**config.mk**
```make
export PLATFORM = sky130hd
export DESIGN_NAME = fma_operand_unpack
export DESIGN_NICKNAME = d
export VERILOG_FILES = /design/src/rtl/fma_pkg.sv /design/src/rtl/fma_operand_decode.sv /design/src/rtl/fma_operand_unpack.sv
export SDC_FILE = /design/constraint.sdc
export NUM_CORES = 1
export LEC_CHECK = 0
export CAP_MARGIN = 20
export CORE_MARGIN = 4
export CORE_UTILIZATION = 34
export DETAILED_ROUTE_END_ITERATION = 12
export PLACE_DENSITY = 0.54
export SLEW_MARGIN = 20
export SYNTH_ARGS = -nofsm -noshare
export SYNTH_HDL_FRONTEND = slang
export SYNTH_HIERARCHICAL = 1
export SYNTH_SLANG_ARGS = --single-unit
export TNS_END_PERCENT = 50
```
**constraint.sdc**
```tcl
create_clock -name clk -period 1.8 [get_ports clk]
set_clock_uncertainty 0.1 [all_clocks]
set_input_delay 0.36 -clock clk [delete_from_list [all_inputs] [get_ports clk]]
set_output_delay 0.36 -clock clk [all_outputs]
set_load 0.05 [all_outputs]
```
**src/rtl/fma_pkg.sv**
```systemverilog
// Shared types and width helpers for the FMA front end (unpack, multiply, align).
package fma_pkg;

  // Operand class as seen by every downstream stage; ZERO must stay 0 so a
  // cleared register reads back as a zero operand.
  typedef enum logic [2:0] {
    CLS_ZERO = 3'd0,
    CLS_SUB  = 3'd1,
    CLS_NORM = 3'd2,
    CLS_INF  = 3'd3,
    CLS_QNAN = 3'd4,
    CLS_SNAN = 3'd5
  } fma_cls_e;

  // Occupancy of the output register / skid register pair.
  typedef enum logic [1:0] {
    ST_EMPTY = 2'd0,
    ST_ONE   = 2'd1,
    ST_TWO   = 2'd2
  } skid_state_e;

  // Integer bits in front of the fraction: Q2 for the multiplier inputs,
  // Q4 for the addend so it has headroom against the 2*MAN_W product.
  localparam int MA_INT_BITS = 2;
  localparam int MC_INT_BITS = 4;
  localparam int MC_FRAC_MUL = 2;

  // Packed IEEE word width.
  function automatic int word_w(input int exp_w, input int man_w);
    return 1 + exp_w + man_w;
  endfunction

  // Multiplier operand significand width (Q2.MAN_W).
  function automatic int ma_w(input int man_w);
    return man_w + MA_INT_BITS;
  endfunction

  // Addend significand width (Q4.(2*MAN_W)).
  function automatic int mc_w(input int man_w);
    return MC_FRAC_MUL * man_w + MC_INT_BITS;
  endfunction

  // True for classes that behave as a number in a product (not zero, not NaN).
  function automatic logic is_nonzero_num(input fma_cls_e cls);
    return (cls == CLS_SUB) || (cls == CLS_NORM) || (cls == CLS_INF);
  endfunction

endpackage

```
**src/rtl/fma_operand_decode.sv**
```systemverilog
// Combinational split of one IEEE word into sign, effective exponent,
// hidden bit, fraction and class.
module fma_operand_decode
  import fma_pkg::*;
#(
  parameter int EXP_W = 8,
  parameter int MAN_W = 23
) (
  input  logic [word_w(EXP_W, MAN_W)-1:0] word,
  output logic                            sign,
  output logic [EXP_W-1:0]                exp_eff,
  output logic                            hidden,
  output logic [MAN_W-1:0]                frac,
  output fma_cls_e                        cls
);

  localparam int N = word_w(EXP_W, MAN_W);

  logic [EXP_W-1:0] exp_fld;
  logic             exp_zero;
  logic             exp_max;
  logic             frac_zero;

  assign sign      = word[N-1];
  assign exp_fld   = word[N-2:MAN_W];
  assign frac      = word[MAN_W-1:0];
  assign exp_zero  = ~|exp_fld;
  assign exp_max   = &exp_fld;
  assign frac_zero = ~|frac;

  // Classify and restore the hidden bit; subnormals use exponent 1 so they
  // line up with the smallest normal without a separate shift.
  always_comb begin
    exp_eff = exp_fld;
    hidden  = 1'b1;
    cls     = CLS_NORM;
    if (exp_zero) begin
      hidden = 1'b0;
      if (frac_zero) begin
        cls     = CLS_ZERO;
        exp_eff = '0;
      end else begin
        cls     = CLS_SUB;
        exp_eff = EXP_W'(1);
      end
    end else if (exp_max) begin
      if (frac_zero) begin
        cls = CLS_INF;
      end else if (frac[MAN_W-1]) begin
        cls = CLS_QNAN;
      end else begin
        cls = CLS_SNAN;
      end
    end
  end

endmodule

```
**src/rtl/fma_operand_unpack.sv**
```systemverilog
// FMA operand unpacker: decodes A, B, C, flags invalid operations and
// registers the triple behind a valid/ready handshake with a 2-entry skid.
module fma_operand_unpack
  import fma_pkg::*;
#(
  parameter int EXP_W = 8,
  parameter int MAN_W = 23
) (
  input  logic                            clk,
  input  logic                            rst_n,
  input  logic                            in_valid,
  output logic                            in_ready,
  input  logic [word_w(EXP_W, MAN_W)-1:0] data_a,
  input  logic [word_w(EXP_W, MAN_W)-1:0] data_b,
  input  logic [word_w(EXP_W, MAN_W)-1:0] data_c,
  output logic                            out_valid,
  input  logic                            out_ready,
  output logic                            sign_a,
  output logic                            sign_b,
  output logic                            sign_c,
  output logic [EXP_W-1:0]                exp_a,
  output logic [EXP_W-1:0]                exp_b,
  output logic [EXP_W-1:0]                exp_c,
  output logic [ma_w(MAN_W)-1:0]          m_a,
  output logic [ma_w(MAN_W)-1:0]          m_b,
  output logic [mc_w(MAN_W)-1:0]          m_c,
  output fma_cls_e                        cls_a,
  output fma_cls_e                        cls_b,
  output fma_cls_e                        cls_c,
  output logic                            invalid
);

  localparam int MA_W = ma_w(MAN_W);
  localparam int MC_W = mc_w(MAN_W);

  // One unpacked triple, exactly as presented on the output ports.
  typedef struct packed {
    logic             sign_a;
    logic             sign_b;
    logic             sign_c;
    logic [EXP_W-1:0] exp_a;
    logic [EXP_W-1:0] exp_b;
    logic [EXP_W-1:0] exp_c;
    logic [MA_W-1:0]  m_a;
    logic [MA_W-1:0]  m_b;
    logic [MC_W-1:0]  m_c;
    fma_cls_e         cls_a;
    fma_cls_e         cls_b;
    fma_cls_e         cls_c;
    logic             invalid;
  } triple_t;

  logic             dec_sign_a, dec_sign_b, dec_sign_c;
  logic [EXP_W-1:0] dec_exp_a, dec_exp_b, dec_exp_c;
  logic             dec_hid_a, dec_hid_b, dec_hid_c;
  logic [MAN_W-1:0] dec_frac_a, dec_frac_b, dec_frac_c;
  fma_cls_e         dec_cls_a, dec_cls_b, dec_cls_c;

  fma_operand_decode #(.EXP_W(EXP_W), .MAN_W(MAN_W)) u_dec_a (
    .word    (data_a),
    .sign    (dec_sign_a),
    .exp_eff (dec_exp_a),
    .hidden  (dec_hid_a),
    .frac    (dec_frac_a),
    .cls     (dec_cls_a)
  );

  fma_operand_decode #(.EXP_W(EXP_W), .MAN_W(MAN_W)) u_dec_b (
    .word    (data_b),
    .sign    (dec_sign_b),
    .exp_eff (dec_exp_b),
    .hidden  (dec_hid_b),
    .frac    (dec_frac_b),
    .cls     (dec_cls_b)
  );

  fma_operand_decode #(.EXP_W(EXP_W), .MAN_W(MAN_W)) u_dec_c (
    .word    (data_c),
    .sign    (dec_sign_c),
    .exp_eff (dec_exp_c),
    .hidden  (dec_hid_c),
    .frac    (dec_frac_c),
    .cls     (dec_cls_c)
  );

  logic    any_snan;
  logic    inf_times_zero;
  logic    prod_inf;
  logic    inf_cancel;
  logic    new_invalid;
  triple_t new_triple;

  // Invalid-operation detection: signalling NaN anywhere, 0*INF, or an
  // infinite product meeting an infinite addend of the opposite sign.
  always_comb begin
    any_snan       = (dec_cls_a == CLS_SNAN) || (dec_cls_b == CLS_SNAN) ||
                     (dec_cls_c == CLS_SNAN);
    inf_times_zero = ((dec_cls_a == CLS_INF) && (dec_cls_b == CLS_ZERO)) ||
                     ((dec_cls_b == CLS_INF) && (dec_cls_a == CLS_ZERO));
    prod_inf       = ((dec_cls_a == CLS_INF) && is_nonzero_num(dec_cls_b)) ||
                     ((dec_cls_b == CLS_INF) && is_nonzero_num(dec_cls_a));
    inf_cancel     = prod_inf && (dec_cls_c == CLS_INF) &&
                     ((dec_sign_a ^ dec_sign_b) != dec_sign_c);
    new_invalid    = any_snan || inf_times_zero || inf_cancel;
  end

  // Assemble the triple; the addend is widened to Q4.(2*MAN_W) so it sits
  // on the same binary point as the full-width product.
  always_comb begin
    new_triple         = '0;
    new_triple.sign_a  = dec_sign_a;
    new_triple.sign_b  = dec_sign_b;
    new_triple.sign_c  = dec_sign_c;
    new_triple.exp_a   = dec_exp_a;
    new_triple.exp_b   = dec_exp_b;
    new_triple.exp_c   = dec_exp_c;
    new_triple.m_a     = {1'b0, dec_hid_a, dec_frac_a};
    new_triple.m_b     = {1'b0, dec_hid_b, dec_frac_b};
    new_triple.m_c     = {3'b000, dec_hid_c, dec_frac_c, {MAN_W{1'b0}}};
    new_triple.cls_a   = dec_cls_a;
    new_triple.cls_b   = dec_cls_b;
    new_triple.cls_c   = dec_cls_c;
    new_triple.invalid = new_invalid;
  end

  skid_state_e state_q, state_d;
  logic        in_ready_q;
  logic        out_valid_q;
  logic        in_xfer;
  logic        out_xfer;
  logic        load_or_in;
  logic        load_or_sk;
  logic        load_sk;
  triple_t     or_q;
  triple_t     sk_q;

  assign in_xfer   = in_valid && in_ready_q;
  assign out_xfer  = out_valid_q && out_ready;
  assign in_ready  = in_ready_q;
  assign out_valid = out_valid_q;

  // Occupancy state and the registered handshake flags.
  always_ff @(posedge clk or negedge rst_n) begin
    if (!rst_n) begin
      state_q     <= ST_EMPTY;
      in_ready_q  <= 1'b1;
      out_valid_q <= 1'b0;
    end else begin
      state_q     <= state_d;
      in_ready_q  <= (state_d != ST_TWO);
      out_valid_q <= (state_d != ST_EMPTY);
    end
  end

  // Next occupancy and which register loads from where; ordering is kept
  // because SK only ever drains into OR.
  always_comb begin
    state_d    = state_q;
    load_or_in = 1'b0;
    load_or_sk = 1'b0;
    load_sk    = 1'b0;
    unique case (state_q)
      ST_EMPTY: begin
        if (in_xfer) begin
          state_d    = ST_ONE;
          load_or_in = 1'b1;
        end
      end
      ST_ONE: begin
        if (in_xfer && !out_xfer) begin
          state_d = ST_TWO;
          load_sk = 1'b1;
        end else if (!in_xfer && out_xfer) begin
          state_d = ST_EMPTY;
        end else if (in_xfer && out_xfer) begin
          load_or_in = 1'b1;
        end
      end
      ST_TWO: begin
        if (out_xfer) begin
          state_d    = ST_ONE;
          load_or_sk = 1'b1;
        end
      end
      default: begin
        state_d = ST_EMPTY;
      end
    endcase
  end

  // Output and skid registers; OR holds steady whenever it is not reloaded.
  always_ff @(posedge clk or negedge rst_n) begin
    if (!rst_n) begin
      or_q <= '0;
      sk_q <= '0;
    end else begin
      if (load_or_in) begin
        or_q <= new_triple;
      end else if (load_or_sk) begin
        or_q <= sk_q;
      end
      if (load_sk) begin
        sk_q <= new_triple;
      end
    end
  end

  assign sign_a  = or_q.sign_a;
  assign sign_b  = or_q.sign_b;
  assign sign_c  = or_q.sign_c;
  assign exp_a   = or_q.exp_a;
  assign exp_b   = or_q.exp_b;
  assign exp_c   = or_q.exp_c;
  assign m_a     = or_q.m_a;
  assign m_b     = or_q.m_b;
  assign m_c     = or_q.m_c;
  assign cls_a   = or_q.cls_a;
  assign cls_b   = or_q.cls_b;
  assign cls_c   = or_q.cls_c;
  assign invalid = or_q.invalid;

endmodule

```
* Word level (Yosys, flattened, before mapping)
Index checks and enable logic that the tools add are counted. Widths: inputs -> output; s select.
Operators by class: $add $sub $neg 0, $mul 0, divide/modulo/power cells 0, $lt $le $gt $ge 0, eq/ne operators 14, shift operators 0, muxes and demuxes 40, bitwise operators 1, reduce and logical (&&, ||, !) cells 37
Operators with widths (number):
- $mux 137 | 2
- $reduce_or 23->1 | 3
- $mux 3 | 9
- $mux 8 | 3
- $reduce_and 8->1 | 3
- $reduce_or 8->1 | 3
- $mux 1 | 20
- $eq 3x2->1 const B | 5
- $logic_and 1x1->1 | 11
- $logic_or 1x1->1 | 10
- $eq 3x3->1 const B | 3
- $mux 2 | 4
- $eq 3x1->1 const B | 2
- $logic_not 3->1 | 2
- $pmux 2 s3 | 1
- $reduce_bool 2->1 | 2
- $eq 2x1->1 const B | 1
- $eq 2x2->1 const B | 1
- $logic_not 1->1 | 2
- $logic_not 2->1 | 1
- $ne 2x2->1 const B | 1
- $pmux 1 s2 | 1
- $ne 1x1->1 | 1
- $xor 1x1->1 | 1
Storage, ports and cells: flip-flop bits (word level) 250, latch bits 0, memory bits (writable) 0, ROM bits 0, logic and storage cells 121, memories kept 0

* Logic depth before layout (Yosys ltp)
Gate-level depths: netlist (run 1).
depth after elaboration 13, gate-level depth with buffers 8, gate-level depth less buffers 8

* Hierarchy
Netlist (run 1), hierarchy kept.
Modules (own cells, without submodules):
- fma_operand_unpack | times used 1, cells each 659, area each 9350.2 um^2
- fma_operand_decode | times used 3, cells each 51, area each 355.3 um^2

* Least setup slack after synthesis (run 1)
Ideal clock, no wire load.
path type input -> register, start in data_b[30], end reg or_q (netlist bit invalid), setup time 0.136 ns, data arrival time 1.762 ns, path slack -0.198 ns, stages 8, buffers on the path 0, cell sequence or4_4 > nor2_4 > o21ai_2 > o21ai_1 > nand4bb_1 > o31ai_1 > a21oi_1 > a31oi_1
On the way: cells in the longest elaborated chain, start to end 12, elaborated cells between the ends (all ways) 24
RTL lines:
- from (decl) | line fma_operand_unpack.sv:14 | input logic [word_w(EXP_W, MAN_W)-1:0] data_b,
- $reduce_and 8->1 | line fma_operand_decode.sv:28 | assign exp_max = &exp_fld;
- $mux 3 | line fma_operand_decode.sv:46 | end else if (exp_max) begin
- $mux 3 (*) | line fma_operand_decode.sv:37 | if (exp_zero) begin
- via dec_cls_b[0] | line fma_operand_unpack.sv:57 | fma_cls_e dec_cls_a, dec_cls_b, dec_cls_c;
- $eq 3x1->1 / $eq 3x2->1 (equally long branches) | line fma_pkg.sv:45 | return (cls == CLS_SUB) || (cls == CLS_NORM) || (cls == CLS_INF);
- $logic_or 1x1->1 (2 in series) | line fma_pkg.sv:45
- $logic_and 1x1->1 | line fma_operand_unpack.sv:100 | prod_inf = ((dec_cls_a == CLS_INF) && is_nonzero_num(dec_cls_b)) ||
- $logic_or 1x1->1 | line fma_operand_unpack.sv:100
- $logic_and 1x1->1 (2 in series) | line fma_operand_unpack.sv:102 | inf_cancel = prod_inf && (dec_cls_c == CLS_INF) &&
- $logic_or 1x1->1 (*) | line fma_operand_unpack.sv:104 | new_invalid = any_snan || inf_times_zero || inf_cancel;
- $mux 137 (*) | line fma_operand_unpack.sv:197 | if (load_or_in) begin
- to (signal assigned) | line fma_operand_unpack.sv:198 | or_q <= new_triple;
- to (signal assigned) | line fma_operand_unpack.sv:200 | or_q <= sk_q;
- to (decl) | line fma_operand_unpack.sv:134 | triple_t or_q;
Mark *: on every way through the listed nets, which the timed path passes. The rest lies on a longest branch. A chain may end at the register's enable or synchronous reset.

* Worst setup path after layout (run 1)
start reg in_ready_q, in the netlist in_ready, end out in_ready
RTL lines:
- from (decl) | line fma_operand_unpack.sv:127 | logic in_ready_q;
- from (signal assigned) | line fma_operand_unpack.sv:150 | in_ready_q <= (state_d != ST_TWO);
- to (decl) | line fma_operand_unpack.sv:12 | output logic in_ready,
No word-level cell between the ends.

==> metrics.cfg, run 1 <==
[die]
rows = 63
die_w_um = 183.0
dieArea_um2 = 33500
pin_count = 239
die_h_um = 183.0
core_um2 = 29950
start_util = 0.3477

[synth]
ys.flop_type = dfrtp_1
synth_edf_count = 0
yosysWarnings = 6
async_flop_share = 1.000
ys_seq_area_frac = 0.5335
postSynthAreaPerCell_um2 = 12.83
ys_ff_latch = 222
syn_inst = 812
netlist-cell-type-count = 45
netlist_area_um2 = 10420

[worst_setup_path]
setup.worst_path.start_class = flop
path_class = flop to output port
slowest_delay_ps = 560
cp_slowest_cell = dfstp_2
critPathRequiredTime_ps = 1340
crit_path_cell_trace = buf_6, buf_12
arrival_ps = 1340
critPathCaptureType = output port
critPathMaxFanout = 2

[sta]
hold_violations = 0
drv_slew = 0
fin_crit_ps = 1799
worst_slew_pin_slew_ps = 548.5
max-slew-margin-rel = 0.6344
clock.fmax_mhz = 555.9
setup_tns_ps = 0
rsz0062_at_grt = true
finalSetupViolCount = 0
layout_worst_path_cycle_share = 0.9994

[final_layout]
regArea_um2 = 5558
nFillCells = 2692
final_layout_size_suffix_gt1_frac = 0.4464
finalNonFillerCells = 1472
multi_input_area_um2 = 4437
insertedDiodeCount = 0
nNetsFinal = 1165
synthToLayoutAreaGrowth_pct = 41.66
final_common_cell = dfrtp_1
design_area_um2 = 14760
mostFrequentLayoutCells = dfrtp_1, buf_4, a221o_1, mux2_4, and2_0

[global_routing]
met2_usage = 0.2449
antenna_found_initial = 0
grt-busiest-layer = met2
first_global_vias = 7326
grt_util_met1 = 0.2330
grt_pass1_wl_um = 43460
grt_use_total = 0.1590
grt_max_degree = 58
grt_remaining_overflow = 0
grt_use_met3 = 0.03649

[detailed_routing]
wl_per_cell_um = 19.62
drt.antenna.violating_nets = 0
firstDrtPassIters = 4
drc = 0
first_iter_violations = 388
wirelength_um = 28890
num_vias = 7199
viasPerCell = 4.891

[job]
drv_cap = 0

[clocking]
numCtsBuffers = 27
cts.sinks = 222
htreeDepth = 1
cts_buffer_depth = 3
clk-insertion-delay-late_ps = 540
cts_root_buf = clkbuf_16
clk_pin_slew_worst_paths_ps = 60
cts_tree = built

[placement]
placed_cell_area_um2 = 13290
io_buffers = 210
hpwl_um = 18470
gp_congestion = 0.7270
dp_cells = 1409

[power_and_ir_drop]
ir_drop_v = 0.0009027
power_density_nw_per_um2 = 1864
finalPower_mw = 27.51
p_leak_nw = 6.848

[run_status]
outcome = complete, no violations

[hold_path]
hold_class = input pin to flop

==> critical path: cells and delay by family (launching register included) <==
kind                   cells  cell delay [ps]
buffers and inverters      2              240
flip-flops                 1              560
==> report_power, final <==
group	switching [mW]	internal, mW
Combinational	7.54	6.11
Clock	2.09	2.95
Sequential	1.46	7.36
Total	11.1	16.4
==> registers in the layout (all words and copies together), names as in the netlist <==
signal,cells
out_valid,1
exp_c,8
state_q,2
in_ready,1
sign_a,1
m_c,24
sk_q,109
m_a,24
exp_b,8
m_b,24
invalid,1
cls_a,3
sign_c,1
cls_b,3
sign_b,1
cls_c,3
exp_a,8
==> per-layer routing <==
| layer | routed length (µm) | vias up |
|---|---|---|
| met5 | 0 | - |
| met4 | 485 | 0 |
| met3 | 1763 | 32 |
| met2 | 12990 | 186 |
| met1 | 13640 | 3643 |
| li1 | - | 3338 |
==> synthesized netlist by cell type (4+ instances only) <==
library cell / instances / area share
a221o_1: 108 / 0.10
and2_0: 79 / 0.047
and2_1: 29 / 0.017
buf_2: 28 / 0.013
buf_4: 102 / 0.074
buf_6: 13 / 0.014
clkbuf_1: 21 / 0.0076
dfrtp_1: 221 / 0.53
inv_1: 4 / 0.0014
mux2_1: 63 / 0.068
mux2_2: 46 / 0.050
nand2_1: 7 / 0.0025
nand4_1: 9 / 0.0054
nor2_1: 7 / 0.0025
nor2_4: 5 / 0.0054
nor4_1: 12 / 0.0072
or4_4: 6 / 0.0065
==> cells by family (layout without fill, tap and decap cells) <==
| kind of cell | Yosys count | after routing | synth area share |
|---|---|---|---|
| flops | 222 | 222 | 0.5335 |
| xor+xnor | 2 | 2 | 0.001682 |
| compound gates | 129 | 129 | 0.1196 |
| other cells | 1 | 28 | 0.0003600 |
| mux | 109 | 109 | 0.1178 |
| simple gates | 177 | 177 | 0.1127 |
| buf+inv | 172 | 415 | 0.1144 |
==> metrics by stage <==
step / utilization / setup slack (ps) / hold slack, ps
finish: 0.4926 / 1.102 / 21.71
floorplan: - / -89.85 / -35.59
global placement: 0.4437 / -1070 / 166.7
detailed placement: 0.4437 / -1012 / 162.8
global route: 0.4926 / -95.78 / 12.33
CTS: 0.4786 / -46.77 / 96.38
==> area by class of cell <==
cell class / count / share of cell area
timing repair buffer: 365 / 0.2338
clock inverter: 4 / 0.001781
tap: 390 / 0.03307
clock buffer: 42 / 0.05300
inverter: 4 / 0.001018
multi-input combinational: 445 / 0.3007
sequential: 222 / 0.3767
==> worst paths after layout <==
check / startpoint / to / slack, ps / cells after the start
max: in_ready / in_ready / 1 / 2
min: data_c[19] / sk_q[52] / 20 / 2
max reg2reg: in_ready / sk_q[108] / 10 / 6
min reg2reg: sk_q[126] / exp_a[0] / 380 / 1
max in group asynchronous: rst_n / sign_b / 760 / 3
min in group asynchronous: rst_n / sk_q[91] / 190 / 2
==> repair_timing <==
action / CTS / global route
cloned: 0 / 6
buffers inserted: 7 / 6
hold buffers: 1 / 0
resized for setup: 139 / 105
endpoints found under the hold margin: 181 / 0
pin swaps: 38 / 45
setup endpoints to repair: 127 / 185
Power figures use the tool's default switching activity.
==> inputs of run 2 (changes only) <==
--- a/config.mk
+++ b/config.mk
@@ -6,7 +6,7 @@
 export NUM_CORES = 1
 export LEC_CHECK = 0
 export CAP_MARGIN = 20
-export CORE_MARGIN = 4
+export CORE_MARGIN = 5
 export CORE_UTILIZATION = 34
 export DETAILED_ROUTE_END_ITERATION = 12
 export PLACE_DENSITY = 0.54
==> metrics.cfg, run 2 (synthesis results as in run 1) <==
[sta]
drv_slew = 0
rsz0062_at_grt = true
hold-worst-slack_ps = 19.39
setup_tns_ps = -112.9
finalSetupViolCount = 8
hold_violations = 0
clock.fmax_mhz = 543.7
setup_ws_ps = -39.12
fin_crit_ps = 1839
layout_worst_path_cycle_share = 1.022

[clocking]
cts_root_buf = clkbuf_16
clk_pin_slew_worst_paths_ps = 60
clk-insertion-delay-late_ps = 530
htreeDepth = 1
cts.sinks = 222
numCtsBuffers = 27
cts_tree = built
cts_buffer_depth = 3

[die]
dieArea_um2 = 34240
pin_count = 239
start_util = 0.3423
core_um2 = 30430
die_h_um = 185.0
rows = 64
die_w_um = 185.0

[final_layout]
multi_input_area_um2 = 4390
utilization = 0.4861
largest_register_ffs = 109
regMostFlops = sk_q
synthToLayoutAreaGrowth_pct = 42.01
nFillCells = 2720
final_common_cell = buf_4
mostFrequentLayoutCells = buf_4, dfrtp_1, a221o_1, mux2_4, and2_0
nNetsFinal = 1172
insertedDiodeCount = 0
final_layout_size_suffix_gt1_frac = 0.4515
regArea_um2 = 5558

[worst_setup_path]
path_class = input pin to flop
critPathMaxFanout = 6
setup.worst_path.start_class = input pin
arrival_ps = 2150
critPathCaptureType = flop
critPathRequiredTime_ps = 2110

[job]
drv_cap = 0

[detailed_routing]
viasPerCell = 4.851
drc = 0
firstDrtPassIters = 4
wirelength_um = 28590
wl_per_cell_um = 19.21
num_vias = 7219
first_iter_violations = 296
drt.antenna.violating_nets = 0

[global_routing]
first_global_vias = 7550
grt_remaining_overflow = 0
grt_max_degree = 40
grt_pass1_wl_um = 44750
grt_use_total = 0.1623
antenna_found_initial = 0

[power_and_ir_drop]
ir_drop_v = 0.0007823
p_leak_nw = 6.816
power_density_nw_per_um2 = 1856

[placement]
io_buffers = 210
gp_congestion = 0.7466
hpwl_um = 19280
place_ws_ps = -1059

[run_status]
outcome = finished, violations left
violations = negative setup slack

[hold_path]
hold_class = input pin to flop

run 2: path summary, 6_finish.rpt:
| check | startpoint | slack, ps | end | depth (start not counted) |
|---|---|---|---|---|
| worst min register to register | sk_q[82] | 390 | sk_q[82] | 1 |
| min in group asynchronous | rst_n | 210 | m_b[6] | 2 |
| max in group asynchronous | rst_n | 780 | in_ready | 3 |
| worst min-delay path | data_b[25] | 20 | sk_q[120] | 2 |
| worst max-delay path | data_a[23] | -40 | cls_a[1] | 9 |
| worst max register to register | in_ready | -20 | sk_q[41] | 6 |
run 2: area by class of cell:
class / count / share of cell area
clock buffer: 42 / 0.05422
clock inverter: 7 / 0.006006
inverter: 4 / 0.001015
multi-input combinational: 445 / 0.2968
sequential: 222 / 0.3757
tap: 396 / 0.03350
timing repair buffer: 372 / 0.2327
run 2: metal layers:
layer  part of all wire  track usage  wire, µm
met1               0.46       0.2357     13240
met2               0.45       0.2494     12860
met3              0.073      0.04085      2076
met4              0.014      0.02965       405
met5                  0            0         0
run 2: power breakdown:
| group | total [mW] | internal (mW) | switching [mW] |
|---|---|---|---|
| Combinational | 13.3 | 5.81 | 7.44 |
| Sequential | 8.77 | 7.36 | 1.41 |
| Clock | 5.44 | 3.33 | 2.11 |
run 2: critical path, stage by stage:
cell and delay [ps]:
dlygate4sd2_1 260, or4_4 550, nor2_4 150, buf_6 130, nor2_4 50, buf_4 130
buf_4 120, and2_1 130, a221o_1 260
run 2: repair_timing:
item	in CTS	in global routing
endpoints found under the setup margin	63	55
hold buffers	2	1
pin swaps	42	44
endpoints found under the hold margin	222	1
cloned	2	1
setup buffers	9	7
resized for setup	147	88
run 2: through the flow:
step,total power [mW],std cells,cell area [µm²]
global placement,21.78,1420,13370
global route,28.93,1488,14790
CTS,27.71,1481,14600
finish,27.46,1488,14790
floorplan,17.73,839,10830
detailed placement,21.92,1420,13370
